===== config.mk =====
export PLATFORM = sky130hd
export DESIGN_NAME = day3_line_sender
export DESIGN_NICKNAME = d
export VERILOG_FILES = /design/src/rtl/day3_line_sender.sv
export SDC_FILE = /design/constraint.sdc
export NUM_CORES = 1
export LEC_CHECK = 0
export ABC_AREA = 0
export BUFFER_PORTS_ARGS = -buffer_cell sky130_fd_sc_hd__buf_2
export CAP_MARGIN = 20
export CORE_MARGIN = 2
export CORE_UTILIZATION = 54
export CTS_CLUSTER_DIAMETER = 30
export DETAILED_ROUTE_END_ITERATION = 8
export PLACE_DENSITY = 0.7
export SLEW_MARGIN = 10
export SYNTH_ARGS = -nofsm -noshare
export SYNTH_HDL_FRONTEND = slang
export SYNTH_SLANG_ARGS = --single-unit

===== constraint.sdc =====
create_clock -name clk -period 3.35 [get_ports clk]
set_input_delay 0.1675 -clock clk [delete_from_list [all_inputs] [get_ports clk]]
set_output_delay 0.1675 -clock clk [all_outputs]
set_load 0.02 [all_outputs]

===== src/rtl/day3_line_sender.sv =====
// day3_line_sender
// Walks the day-3 input ROM from address 0 and feeds one rucksack line at a
// time to the solver over a valid/ready byte stream. Each line is buffered
// first, so its length (and therefore its compartment split) is known before
// the first byte leaves.
//
// Ports:
//   clk, rst_n   rising-edge clock, synchronous active-low reset
//   start        one-cycle pulse, begins a pass (honoured in IDLE/DONE only)
//   rom_addr     ROM read address; rom_data is valid one cycle later
//   m_valid/m_ready/m_data  byte stream to the solver
//   m_half       0 = first compartment, 1 = second compartment
//   m_last       last byte of the current line
//   line_len     length of the line being sent
//   line_count   lines fully sent (saturating)
//   overflow     sticky, a line exceeded MAX_LINE bytes
//   done         pass complete, held until next start or reset
//
// Build option: define DAY3_CRLF_STRIP_EN to drop 0x0D bytes while filling.
module day3_line_sender #(
   parameter int ADDR_W   = 12,
   parameter int MAX_LINE = 64,
   parameter int LEN_W    = 7
) (
   input  logic              clk,
   input  logic              rst_n,
   input  logic              start,
   output logic [ADDR_W-1:0] rom_addr,
   input  logic [7:0]        rom_data,
   output logic              m_valid,
   input  logic              m_ready,
   output logic [7:0]        m_data,
   output logic              m_half,
   output logic              m_last,
   output logic [LEN_W-1:0]  line_len,
   output logic [15:0]       line_count,
   output logic              overflow,
   output logic              done
);

   localparam int                PTR_W    = (MAX_LINE > 1) ? $clog2(MAX_LINE) : 1;
   localparam logic [ADDR_W-1:0] ADDR_TOP = {ADDR_W{1'b1}};
   localparam logic [LEN_W-1:0]  LEN_MAX  = LEN_W'(MAX_LINE);
   localparam logic [LEN_W-1:0]  LEN_ONE  = LEN_W'(1);

   typedef enum logic [2:0] {S_IDLE, S_FETCH, S_FILL, S_SEND, S_DONE} state_t;

   state_t            state_q, state_d;
   logic [ADDR_W-1:0] addr_q, addr_d;
   logic [LEN_W-1:0]  ptr_q, ptr_d;
   logic [LEN_W-1:0]  idx_q, idx_d;
   logic [LEN_W-1:0]  len_q, len_d;
   logic [15:0]       cnt_q, cnt_d;
   logic              ovf_q, ovf_d;
   logic              eof_q, eof_d;     // terminating line of the pass is buffered
   logic              top_q, top_d;     // rom_data comes from the last ROM address

   logic [7:0]        buf_q [MAX_LINE];
   logic              wr_en;

   logic is_nl, is_eof, is_cr, at_top;

   assign is_nl  = (rom_data == 8'h0A);
   assign is_eof = top_q || (rom_data == 8'h00);
   assign at_top = (addr_q == ADDR_TOP);
`ifdef DAY3_CRLF_STRIP_EN
   assign is_cr  = (rom_data == 8'h0D);
`else
   assign is_cr  = 1'b0;
`endif

   always_comb begin
      state_d = state_q;
      addr_d  = addr_q;
      ptr_d   = ptr_q;
      idx_d   = idx_q;
      len_d   = len_q;
      cnt_d   = cnt_q;
      ovf_d   = ovf_q;
      eof_d   = eof_q;
      top_d   = top_q;
      wr_en   = 1'b0;
      case (state_q)
         S_IDLE, S_DONE: begin
            if (start) begin
               state_d = S_FETCH;
               addr_d  = '0;
               ptr_d   = '0;
               idx_d   = '0;
               cnt_d   = '0;
               ovf_d   = 1'b0;
               eof_d   = 1'b0;
               top_d   = 1'b0;
            end
         end
         S_FETCH: begin
            // Read issued this cycle lands in FILL; never step past the top.
            state_d = S_FILL;
            top_d   = at_top;
            if (!at_top) addr_d = addr_q + 1'b1;
         end
         S_FILL: begin
            // Default: keep streaming reads.
            top_d = at_top;
            if (!at_top) addr_d = addr_q + 1'b1;
            if (is_eof) begin
               if (ptr_q != '0) begin
                  len_d   = ptr_q;
                  idx_d   = '0;
                  eof_d   = 1'b1;
                  state_d = S_SEND;
               end else begin
                  state_d = S_DONE;
               end
            end else if (is_nl) begin
               if (ptr_q != '0) begin
                  // addr_q already points at the next unread byte; hold it
                  // so FETCH re-primes from there after SEND.
                  addr_d  = addr_q;
                  top_d   = top_q;
                  len_d   = ptr_q;
                  idx_d   = '0;
                  state_d = S_SEND;
               end
            end else if (is_cr) begin
               // dropped
            end else if (ptr_q == LEN_MAX) begin
               ovf_d = 1'b1;
            end else begin
               wr_en = 1'b1;
               ptr_d = ptr_q + LEN_ONE;
            end
         end
         S_SEND: begin
            if (m_ready) begin
               if (idx_q == len_q - LEN_ONE) begin
                  if (cnt_q != 16'hFFFF) cnt_d = cnt_q + 16'd1;
                  ptr_d   = '0;
                  idx_d   = '0;
                  state_d = eof_q ? S_DONE : S_FETCH;
               end else begin
                  idx_d = idx_q + LEN_ONE;
               end
            end
         end
         default: state_d = S_IDLE;
      endcase
   end

   always_ff @(posedge clk) begin
      if (!rst_n) begin
         state_q <= S_IDLE;
         addr_q  <= '0;
         ptr_q   <= '0;
         idx_q   <= '0;
         len_q   <= '0;
         cnt_q   <= '0;
         ovf_q   <= 1'b0;
         eof_q   <= 1'b0;
         top_q   <= 1'b0;
      end else begin
         state_q <= state_d;
         addr_q  <= addr_d;
         ptr_q   <= ptr_d;
         idx_q   <= idx_d;
         len_q   <= len_d;
         cnt_q   <= cnt_d;
         ovf_q   <= ovf_d;
         eof_q   <= eof_d;
         top_q   <= top_d;
      end
   end

   // Line buffer carries no reset; its contents are only read after a fill.
   always_ff @(posedge clk) begin
      if (wr_en) buf_q[ptr_q[PTR_W-1:0]] <= rom_data;
   end

   logic sending;
   assign sending    = (state_q == S_SEND);
   assign m_valid    = sending;
   assign m_data     = sending ? buf_q[idx_q[PTR_W-1:0]] : 8'h00;
   // Odd lengths put the extra byte in the second compartment.
   assign m_half     = sending && (idx_q >= (len_q >> 1));
   assign m_last     = sending && (idx_q == len_q - LEN_ONE);
   assign rom_addr   = addr_q;
   assign line_len   = len_q;
   assign line_count = cnt_q;
   assign overflow   = ovf_q;
   assign done       = (state_q == S_DONE);

endmodule


==> flow_summary.ini, run 1 <==
[grt]
antenna_found_initial = 1
globalRouteOverflowTotal = 0
grtUsageMet1 = 0.372
grt_use_met3 = 0.0459
grt_pass1_wl_mm = 85.9
grtUsageMet2 = 0.409
track_usage = 0.261
grt_busiest_layer = met2
grt_max_degree = 68
grt_pass1_vias = 13500

[cts]
cts.sinks = 573
clkLatencyLatePin_ps = 650
cts_buffers = 107
root_buffer = clkbuf_16
clockBufferDepth = 3
path_clk_slew_ps = 60
cts_tree = yes
h-tree-depth = 3

[setup_path]
setup.worst_path.class = reg2out
slowest_stage = mux4_2
crit_arrival_ps = 3180
start_kind = register
cp.required_ps = 3180
path_buf_inv = 3
critPathMaxStageDelay_ps = 550
crit_path_max_fanout = 7
crit_path_frequent_cell = mux4_2
crit_path_cell_trace = buf_12 -> buf_16 -> mux4_2 -> mux4_2 -> o211ai_1 -> nand3_2 -> buf_6
critical_path.top_delay_family = multiplexers
endpoint_kind = output port

[sta]
rsz0062_at_grt = yes
fin_skew_ps = 34.5
fin_crit_sh = 1.00
slew_viol_final = 0
worst_slew_pin_slew_ps = 961
hold_viol = 0
relSlewSlack = 0.357
setup_viol = 0
min_period_ps = 3350
clock.fmax_mhz = 299
tns_ps = 0
fin_hold_ws_ps = 259

[power_and_ir_drop]
p_leak_nw = 9.58
p_per_area_nw_per_um2 = 690
ir_drop_uv = 477

[cells_and_area]
stdcell_count = 2194
synthToLayoutAreaGrowth_pct = 24.0
nNetsFinal = 1541
insertedDiodeCount = 0
drive_gt1_frac = 0.340
post-route-util = 0.676

[route]
routed_via_density = 6.14
detail_route.first_pass.iterations = 5
wl_per_cell_um = 26.4
ant_nets = 0
drt-total-wl_mm = 57.8
dr_total_vias = 13500
drc_errors = 0
drt_iter0_drc = 1531

[floorplan]
fp.coreArea_sq_um = 43000
die_w_um = 212
ios = 60
rows = 76
die-height_um = 212
start_util = 0.546
die-area_sq_um = 45100

[placement]
place_congestion = 0.837
dp_cells = 1966
portBuffers = 59
place_hpwl_mm = 34.2

[synthesis]
synthCells = 1300
yosysMostFrequentCell = edfxtp_1
yosys_most_used_dff = edfxtp_1
yosysTopAreaCell = edfxtp_1
synthTopCellsByCount = edfxtp_1 (512), mux4_2 (148), nor2_1 (105), dfxtp_1 (61), nand2_1 (61)
async_reset_ff_frac = 0
synth_top_area_share = 0.656
yosys_warnings = 0
ys_seq_area_frac = 0.708
syn_avg_cell_area_sq_um = 18.0
syn_nets = 1324
synth_cell_types = 91
netlist_area_sq_um = 23400
ys_seq_elements = 573
synth_edf_count = 512
synth_area_leaders = edfxtp_1 (66%), mux4_2 (14%), dfxtp_1 (5.2%)

[worst_hold_path]
min_path_type = in2reg

[run]
maxCapViolCount = 0

[run_status]
status = complete, no violations
==> flip-flops by register name (all words and copies together) (netlist names), named ones only <==
register,cells
ptr_q,7
line_len,7
idx_q,7
overflow,1
rom_addr,12
line_count,16
top_q,1
eof_q,1
buf_q,512
state_q,3
==> report_power, final <==
group | internal [mW] | switching, mW | leakage (nW)
registers | 7.85 | 0.0385 | 5.10
logic | 0.323 | 0.722 | 2.66
clock network | 7.21 | 3.91 | 1.83
total | 15.4 | 4.67 | 9.58
==> worst reg2reg max path, delay by kind of cell, from the launching register on <==
family,cells,cell delay (ps)
DFF,1,480
AOI/OAI and AO/OA,4,1240
xor gates and xnor gates,1,190
and+or+nand+nor,1,480
adders and majority gates,1,330
buffers and inverters,1,130
==> stage by stage <==
| stage | instance area, sq um | worst slack, ps | total power, mW |
|---|---|---|---|
| after floorplan | 23400 | 821 | 8.63 |
| after global placement | 24900 | 365 | 9.02 |
| after detailed placement | 24900 | 354 | 9.04 |
| after CTS | 28800 | -17.5 | 20.1 |
| after global routing | 29100 | -7.02 | 20.6 |
| final | 29100 | 1.07 | 20.0 |
==> worst paths after layout <==
kind,start,slack [ps],cells past startpoint,to
max,register,1,7,m_data[7]
min,rom_data[4],260,2,buf_q[51][4]
max reg2reg,line_len[0],440,8,line_count[15]
min reg2reg,rom_addr[1],510,2,rom_addr[1]
==> metal layers <==
layer | wire [um] | share of wire
met1 | 23500 | 0.41
met4 | 1770 | 0.031
met5 | 0 | 0
met3 | 4650 | 0.080
met2 | 27900 | 0.48
==> cells in the final DEF, fill, tap and decap left out, drive strengths merged, types with 6 or more instances in the layout <==
cell type    n
o211ai       8
clkinvlp     8
nand4       13
nor3        12
dfxtp       61
a211oi      10
mux2i       22
nand3       35
ha          12
clkinv      35
clkbuf     124
a31oi        8
buf        169
nand2       62
o21ai       35
or3          7
inv         44
bufinv      13
xor2        16
edfxtp     512
nor2       106
mux4       148
a21oi       23
a32oi        6
o22ai        7
nand2b       6
==> logic make-up (layout without fill, tap and decap cells) <==
logic type,count (synthesis),count (layout),synth area share
flops,573,573,0.708
simple gates,285,285,0.0606
mux,171,171,0.152
compound gates,150,150,0.0479
buf+inv,88,397,0.0162
xor+xnor,21,21,0.00907
fa+ha+maj,12,12,0.00640
==> repair_timing <==
| action | 4_1_cts | 5_1_grt |
|---|---|---|
| pin swaps | 2 | 3 |
| endpoints found under the hold margin | 5 | 0 |
| buffers inserted | 4 | 17 |
| gates resized for setup | 6 | 11 |
| gates cloned | 0 | 2 |
| hold buffers | 4 | 0 |
| endpoints found under the setup margin | 8 | 7 |
==> area by class of cell <==
| cell class | instances | area [sq um] |
|---|---|---|
| flip-flops and latches | 573 | 16600 |
| fillers | 2776 | 13900 |
| multi-input cells | 639 | 6500 |
| clock buffers | 122 | 2840 |
| repair buffers | 175 | 1370 |
| clock inverters | 79 | 957 |
| well taps | 585 | 732 |
| inverters | 21 | 78.8 |
(Power assumes the default switching activity.)
==> run 2: changes to the inputs <==
--- a/config.mk
+++ b/config.mk
@@ -5,7 +5,7 @@
 export SDC_FILE = /design/constraint.sdc
 export NUM_CORES = 1
 export LEC_CHECK = 0
-export ABC_AREA = 0
+export ABC_AREA = 1
 export BUFFER_PORTS_ARGS = -buffer_cell sky130_fd_sc_hd__buf_2
 export CAP_MARGIN = 20
 export CORE_MARGIN = 2
==> flow_summary.ini, run 2 <==
[synthesis]
yosys_warnings = 0
yosysTopAreaCell = edfxtp_1
synth_cell_types = 37
synth_edf_count = 512
yosys_most_used_dff = edfxtp_1
async_reset_ff_frac = 0
netlist_area_sq_um = 24600
synth_top_area_share = 0.624
synthTopCellsByCount = nand2_1 (709), edfxtp_1 (512), nand3_1 (321), nor2_1 (207), a21oi_1 (133)
ys_seq_area_frac = 0.674
synthCells = 2380
yosysMostFrequentCell = nand2_1
synth_area_leaders = edfxtp_1 (62%), nand2_1 (11%), nand3_1 (6.5%)
ys_seq_elements = 573
syn_avg_cell_area_sq_um = 10.4
syn_nets = 2404

[cts]
path_clk_slew_ps = 60
root_buffer = clkbuf_16
h-tree-depth = 3
clkLatencyLatePin_ps = 660
clockBufferDepth = 3
cts.sinks = 573
cts_buffers = 109
cts_tree = yes

[setup_path]
crit_arrival_ps = 3140
setup.worst_path.class = reg2out
start_kind = register
crit_path_max_fanout = 35
r2r_slack_ps = 430
endpoint_kind = output port
cp.required_ps = 3180

[grt]
track_usage = 0.292
globalRouteOverflowTotal = 0
antenna_found_initial = 0
grt_pass1_wl_mm = 105
grt_pass1_vias = 18200
grt_max_degree = 113

[placement]
dp_cells = 2986
place_hpwl_mm = 40.1
portBuffers = 59
place_congestion = 0.912

[floorplan]
ios = 60
start_util = 0.545
fp.coreArea_sq_um = 45200
rows = 78
die_w_um = 218
die-area_sq_um = 47400
die-height_um = 218

[sta]
rsz0062_at_grt = no
fin_skew_ps = 23.0
fin_crit_sh = 0.987
tns_ps = 0
worst_slew_pin_slew_ps = 946
relSlewSlack = 0.369
slew_viol_final = 0
setup_viol = 0
fin_hold_ws_ps = 38.4
hold_viol = 0
clock.fmax_mhz = 302
min_period_ps = 3310

[worst_hold_path]
min_path_type = in2reg

[power_and_ir_drop]
p_leak_nw = 11.4
p_per_area_nw_per_um2 = 735
ir_drop_uv = 579
switching_share = 0.261
combPwrFrac = 0.107
power.share.clock = 0.521
power.internal_mw = 16.3
power_frac_seq = 0.371
switchingPower_mw = 5.73

[cells_and_area]
insertedDiodeCount = 0
nNetsFinal = 2527
final_cell_mix = nand2_1 (709), edfxtp_1 (512), nand3_1 (321)
drive_gt1_frac = 0.138
stdcell_count = 3200
synthToLayoutAreaGrowth_pct = 21.4
layout_commonest_cell = nand2_1
largest_reg_flops = 512
n_fill_cell = 3260

[route]
detail_route.first_pass.iterations = 6
ant_nets = 0
drc_errors = 0
wl_per_cell_um = 21.6
routed_via_density = 5.88
drt_iter0_drc = 2277
drt-total-wl_mm = 69.0
dr_total_vias = 18800

[run]
maxCapViolCount = 0

[run_status]
status = complete, no violations
[run 2: final cells by class]
cell class | instances | area [sq um] | share of cell area
Multi-Input combinational cell | 1573 | 7140 | 0.239
Clock inverter | 88 | 1080 | 0.0360
Timing Repair Buffer | 142 | 1110 | 0.0372
Clock buffer | 120 | 2830 | 0.0946
Sequential cell | 573 | 16600 | 0.555
Inverter | 104 | 409 | 0.0137
Tap cell | 600 | 751 | 0.0251
[run 2: power groups by stage]
| stage | Combinational, mW | Clock [mW] | Sequential, mW |
|---|---|---|---|
| after global routing | 2.61 | 11.9 | 8.19 |
| final | 2.36 | 11.5 | 8.17 |
| after detailed placement | 2.29 | 0 | 8.30 |
| after CTS | 2.32 | 11.5 | 8.16 |
| after global placement | 2.24 | 0 | 8.29 |
| after floorplan | 1.47 | 0 | 8.31 |
[run 2: cell families after synthesis]
group	count (synthesis)	synth area share
flops	573	0.674
compound gates	244	0.0548
fa+ha+maj	12	0.00609
xor+xnor	15	0.00533
simple gates	1302	0.223
buf+inv	234	0.0378
[run 2: path summary, 6_finish.rpt]
kind | start | to | cells past startpoint
worst min-delay path | rom_data[1] | buf_q[4][1] | 2
worst max-delay path | register | m_data[4] | 11
worst min register to register | eof_q | eof_q | 2
worst max register to register | ptr_q[0] | buf_q[56][7] | 10
[run 2: worst max-delay path: stages, from the launching register on]
cell      delay [ps]
dfxtp_4          520
buf_16           270
buf_16           220
nand2_1           80
nand3_1          120
nand2_1           80
a21oi_1          140
o31ai_1          150
nand2_1          190
o211ai_1         140
a21oi_2          300
buf_2            230
[run 2: timing repair]
item,4_1_cts,5_1_grt
endpoints found under the setup margin,8,8
hold buffers,2,0
resized for setup,4,11
setup buffers,1,0
cloned,1,2
hold endpoints to repair,5,0
[run 2: through the flow]
step / utilization / cell area (sq um) / setup WS (ps) / power (mW)
finish: 0.662 / 29900 / 43.7 / 22.0
global route: 0.662 / 29900 / 27.1 / 22.7
CTS: 0.660 / 29800 / 8.36 / 22.0
detailed placement: 0.572 / 25800 / 530 / 10.6
global placement: 0.572 / 25800 / 560 / 10.5
floorplan: - / 24600 / 1090 / 9.78
[run 2: layer usage]
layer / track usage / routed length, um
met5: 0 / 0
met2: 0.467 / 32700
met4: 0.117 / 2180
met1: 0.392 / 27200
met3: 0.0614 / 7010
